===== src/rtl/led_oneshot_driver.sv =====
// One-shot LED blinker: a trigger pulse plays BLINK_COUNT lit phases separated by dark gaps.
// Define LED_RETRIGGER_EN to let a trigger during a running sequence restart it.
module led_oneshot_driver #(
  parameter int unsigned ON_CYCLES      = 13_500_000,
  parameter int unsigned OFF_CYCLES     = 13_500_000,
  parameter int unsigned BLINK_COUNT    = 3,
  parameter bit          LED_ACTIVE_LOW = 1'b1
) (
  input  logic CLK,
  input  logic RESET,
  input  logic iIntTrig,
  output logic oExtLed,
  output logic oBusy,
  output logic oDone
);

  localparam int unsigned MAX_CYCLES = (ON_CYCLES > OFF_CYCLES) ? ON_CYCLES : OFF_CYCLES;
  localparam int unsigned PH_W       = $clog2(MAX_CYCLES) + 1;
  localparam int unsigned BC_W       = $clog2(BLINK_COUNT + 1);

  typedef enum logic [1:0] {
    ST_IDLE = 2'd0,
    ST_ON   = 2'd1,
    ST_OFF  = 2'd2
  } state_e;

  state_e            state_q, state_d;
  logic [PH_W-1:0]   phase_q, phase_d;
  logic [BC_W-1:0]   blink_q, blink_d;
  logic              done_d;
  logic              led_q, busy_q, done_q;
  logic              accept_c;
  logic              phase_end_c;

  // A trigger is honoured in IDLE always, and mid-sequence only when retrigger is built in.
  always_comb begin
`ifdef LED_RETRIGGER_EN
    accept_c = iIntTrig;
`else
    accept_c = iIntTrig && (state_q == ST_IDLE);
`endif
  end

  assign phase_end_c = (phase_q == '0);

  // Next-state: the phase counter counts down to zero, then the phase ends.
  always_comb begin
    state_d = state_q;
    phase_d = phase_q;
    blink_d = blink_q;
    done_d  = 1'b0;
    case (state_q)
      ST_IDLE: begin
        state_d = ST_IDLE;
      end
      ST_ON: begin
        if (!phase_end_c) begin
          phase_d = phase_q - PH_W'(1);
        end else if (blink_q < BC_W'(BLINK_COUNT)) begin
          state_d = ST_OFF;
          phase_d = PH_W'(OFF_CYCLES - 1);
        end else begin
          state_d = ST_IDLE;
          phase_d = '0;
          blink_d = '0;
          done_d  = 1'b1;
        end
      end
      ST_OFF: begin
        if (!phase_end_c) begin
          phase_d = phase_q - PH_W'(1);
        end else begin
          state_d = ST_ON;
          phase_d = PH_W'(ON_CYCLES - 1);
          blink_d = blink_q + BC_W'(1);
        end
      end
      default: begin
        state_d = ST_IDLE;
        phase_d = '0;
        blink_d = '0;
      end
    endcase
    // A start overrides whatever the sequence would have done, including a pending done.
    if (accept_c) begin
      state_d = ST_ON;
      phase_d = PH_W'(ON_CYCLES - 1);
      blink_d = BC_W'(1);
      done_d  = 1'b0;
    end
  end

  // Outputs are registered from the next state so they line up with the state register.
  always_ff @(posedge CLK) begin
    if (RESET) begin
      state_q <= ST_IDLE;
      phase_q <= '0;
      blink_q <= '0;
      led_q   <= LED_ACTIVE_LOW;
      busy_q  <= 1'b0;
      done_q  <= 1'b0;
    end else begin
      state_q <= state_d;
      phase_q <= phase_d;
      blink_q <= blink_d;
      led_q   <= (state_d == ST_ON) ^ LED_ACTIVE_LOW;
      busy_q  <= (state_d != ST_IDLE);
      done_q  <= done_d;
    end
  end

  assign oExtLed = led_q;
  assign oBusy   = busy_q;
  assign oDone   = done_q;

endmodule


===== config.mk =====
export PLATFORM = sky130hd
export DESIGN_NAME = led_oneshot_driver
export DESIGN_NICKNAME = d
export VERILOG_FILES = /design/src/rtl/led_oneshot_driver.sv
export SDC_FILE = /design/constraint.sdc
export NUM_CORES = 1
export LEC_CHECK = 0
export CORE_ASPECT_RATIO = 1.5
export CORE_MARGIN = 2
export CORE_UTILIZATION = 35
export DETAILED_ROUTE_END_ITERATION = 10
export SLEW_MARGIN = 20
export SYNTH_ARGS = -nofsm -noshare
export SYNTH_HDL_FRONTEND = slang
export SYNTH_SLANG_ARGS = --single-unit

===== constraint.sdc =====
create_clock -name CLK -period 6.7 [get_ports CLK]
set_input_delay 2.01 -clock CLK [delete_from_list [all_inputs] [get_ports CLK]]
set_output_delay 2.01 -clock CLK [all_outputs]
set_load 0.005 [all_outputs]

==> key figures <==
Run status
  – Status: complete, no violations

Timing
  – Worst Max-Slew Pin Slew: 0.893 ns
  – Tmin final: approximately 3.4 ns
  – Fmax: 0.298 GHz
  – RSZ-0062 raised after global routing: false
  – Period utilisation layout: between 50 and 60%
  – Final Max Tran Viols: 0
  – Final hold viol count: 0
  – Setup Viol. Count Final: 0
  – Slew HR: about 40%
  – Worst Slack Setup Final: between 3 and 4 ns
  – Hold WS: 0.482 ns
  – Clock skew: 0.0104 ns
  – TNS Setup: 0 ns

Setup path
  – Worst r2r dst: phase_q[14]$_SDFFE_PP0N_
  – Reg2Reg Setup Slack: around 4.2 ns
  – CP Launch Type: primary input
  – Crit path DAT: 3.54 ns
  – CP Max Fanout: 13
  – CP required: about 6.9 ns
  – Critical R2R Launch: phase_q[0]$_SDFFE_PP0N_
  – Crit path cell chain: clkdlybuf4s50_1 > nand2b_1 > o22a_1 > a221oi_1
  – CP Class: primary input to flip-flop
  – Slowest-stage cell, CP: clkdlybuf4s50_1
  – Endpoint class of the critical path: flip-flop
  – Reg2Reg Depth: 7
  – CP max stage delay: slightly above 0.6 ns
  – Crit. Startpoint: RESET

Routing
  – Detailed Route WL: about 4.7 mm
  – Routed vias/inst: around 5.6
  – Via Count: around 1,800
  – DR pass1 iterations: 5
  – WL/cell: 14.7 um
  – DRC violations left: 0
  – Iteration-0 DRC Markers: between 40 and 50
  – Post-detailed-route count of antenna-violating nets: 0

Power
  – Gate power share: 18.8%
  – Peak VDD IR: around 130 uV
  – P_sw: about 0.00015 W
  – Static Leakage: roughly 0.8 nW
  – Clock network power share: a little under two fifths
  – Power per cell area: 234 nW/um^2
  – Internal power: between 0.0003 and 0.0004 W
  – Switching share of power: between 20 and 30%
  – Seq pwr share: a little over two fifths

Flow run
  – Max-cap viol count: 0

Logic synthesis
  – Most frequent cells after synthesis: dfxtp_1 (32), nor2_1 (29), inv_1 (19), a21oi_1 (13), o21ai_0 (12)
  – #FFs+latches synth: 32
  – Count leader, synth: dfxtp_1
  – Seq/Total Area, Yosys: about 33%
  – Largest cells by area after synthesis: dfxtp_1 (33%), nor2_1 (5.7%), ha_1 (3.9%)
  – Synth warn: 0
  – Synthesized net count: between 200 and 300
  – Mean Syn Cell Area: around 7.9 sq um
  – Post-Syn Instances: between 200 and 250
  – Netlist cell types: 51
  – Post-synth EDFFs: 0
  – Yosys top cell area share: between 30% and 40%
  – Main synth FF type: dfxtp_1
  – Top cell type by total area after synthesis: dfxtp_1
  – Asr flop ratio synth: 0%
  – Cell Area, Synth: between 1500 and 2000 sq um

Placement
  – Final HPWL DP: 3.46 mm
  – Dpl ws: between 3 and 4 ns
  – GP Congestion: 0.864
  – PortBufs: 5

Global route
  – GR Util met1: 17.2%
  – Overall Global Routing Usage: between 10% and 20%
  – Vias in the first global route: around 1,700
  – Global route total overflow: 0
  – First-pass GRT wire length: a little under 8 mm
  – GRT Max-Usage Layer: met2
  – Grt met3 use: between 2 and 3%
  – Pin count of the biggest net entering global routing: 24
  – Initial antenna violation count: 0
  – Routing usage on met2: a little under a third

CTS
  – Hold-fix buffers, CTS: 0
  – CTS Buffer Depth: 2
  – # resized after CTS: 0
  – Clk sink count: 32
  – TritonCTS clock tree: yes
  – H-tree depth: 2
  – Post-CTS setup repair buffer count: 0
  – CTS clock-pin slew for the worst setup and hold paths: 0.07 ns
  – Clock latency on the worst-skew pair: 0.28 ns
  – CTS buffer count: 5
  – CTS root buf: clkbuf_8

Layout
  – Layout area overhead: 10.9%
  – Layout cell share with drive strength beyond 1: between 8 and 9%
  – Antenna cells: 0
  – Final nets: around 250

Hold path
  – HP Start: phase_q[13]$_SDFFE_PP0N_
  – Worst Hold Depth: 2
  – Hold Path Class: flip-flop to flip-flop
  – Hold Crit Endpoint: phase_q[13]$_SDFFE_PP0N_

Die
  – Num rows: 33
  – Die X-Extent: 64.4 um
  – Full die area: 6090 sq um
  – I/O Pins: 6
  – Initial cell density of the core: 35.7%
  – Core area: roughly 5400 sq um
  – Die height: about 95 um
[through the flow]
step	power, W	utilization (%)	instances	instance area, sq um
6_report	0.000497	39.6	316	2120
5_1_grt	0.000518	39.6	316	2120
4_1_cts	0.000497	39.6	316	2120
3_5_place_dp	0.000315	37.6	308	2020
3_3_place_gp	0.000315	37.6	308	2020
2_1_floorplan	0.000291	-	241	1910
[flip-flops by register name, indices dropped and copies added (netlist names)]
register and count:
state_q 2, oExtLed 1, blink_q 2, phase_q 25
oBusy 1, oDone 1
[cells by family after synthesis]
| kind of cell | share of synthesized area (%) |
|---|---|
| DFF | 33.5 |
| adders and majority gates | 3.92 |
| and+or+nand+nor | 29.3 |
| muxes | 1.57 |
| AOI/OAI and AO/OA | 22.1 |
| buffers and inverters | 6.01 |
| xor gates and xnor gates | 3.66 |
[worst max-delay path: cells and delay by family]
| family | cells | cell delay [ns] |
|---|---|---|
| AOI/OAI and AO/OA | 2 | 0.65 |
| buffers and inverters | 1 | 0.61 |
| and+or+nand+nor | 1 | 0.27 |
[routing by layer]
| metal | vias up | share of wire, % |
|---|---|---|
| met1 | 833 | 41 |
| met5 | - | 0 |
| met4 | 0 | 2.6 |
| met2 | 34 | 54 |
| li1 | 878 | - |
| met3 | 13 | 2.3 |
[power groups by stage]
| stage | clock network (W) | registers (W) | logic (W) |
|---|---|---|---|
| after floorplan | 0 | 0.000217 | 0.0000733 |
| after global placement | 0 | 0.000222 | 0.0000932 |
| after detailed placement | 0 | 0.000222 | 0.0000928 |
| after CTS | 0.000186 | 0.000218 | 0.0000933 |
| after global routing | 0.000194 | 0.000220 | 0.000104 |
| final | 0.000185 | 0.000218 | 0.0000933 |
[cell type report]
type / instances / area (sq um)
clock buffers: 6 / 72.6
clock inverters: 2 / 35.0
fillers: 585 / 3240
inverters: 19 / 71.3
multi-input cells: 181 / 1160
flip-flops and latches: 32 / 641
well taps: 70 / 87.6
repair buffers: 6 / 57.6
[how the worst max path moves through the flow]
stage	endpoint	cells past startpoint	slack [ns]
final	phase_q[14]$_SDFFE_PP0N_	4	3.35
after global routing	phase_q[14]$_SDFFE_PP0N_	4	3.22
after CTS	phase_q[14]$_SDFFE_PP0N_	4	3.34
after detailed placement	phase_q[9]$_SDFFE_PP0N_	4	3.05
after global placement	phase_q[14]$_SDFFE_PP0N_	4	3.11
after floorplan	phase_q[13]$_SDFFE_PP0N_	4	3.97
[placed cells by master, fill, tap and decap left out, types with 2 or more instances in the layout]
cell / instances
dfxtp_1: 32
nor2_1: 29
inv_1: 19
a21oi_1: 13
o21ai_0: 12
nor3_1: 11
nand2_1: 10
nor4_1: 9
and3_1: 8
a211oi_1: 8
nand3_1: 7
ha_1: 6
xor2_1: 5
a211o_1: 5
clkbuf_8: 5
clkdlybuf4s50_1: 5
nand2b_1: 4
or3_1: 3
or4_1: 3
a21o_2: 3
o21a_1: 3
nand4_1: 3
xnor2_1: 3
mux2i_1: 3
or3b_1: 2
or2_2: 2
o21ai_1: 2
o211ai_1: 2
a21o_1: 2
a221oi_1: 2
and2_1: 2
No activity file was read; power rests on OpenSTA's default activity.
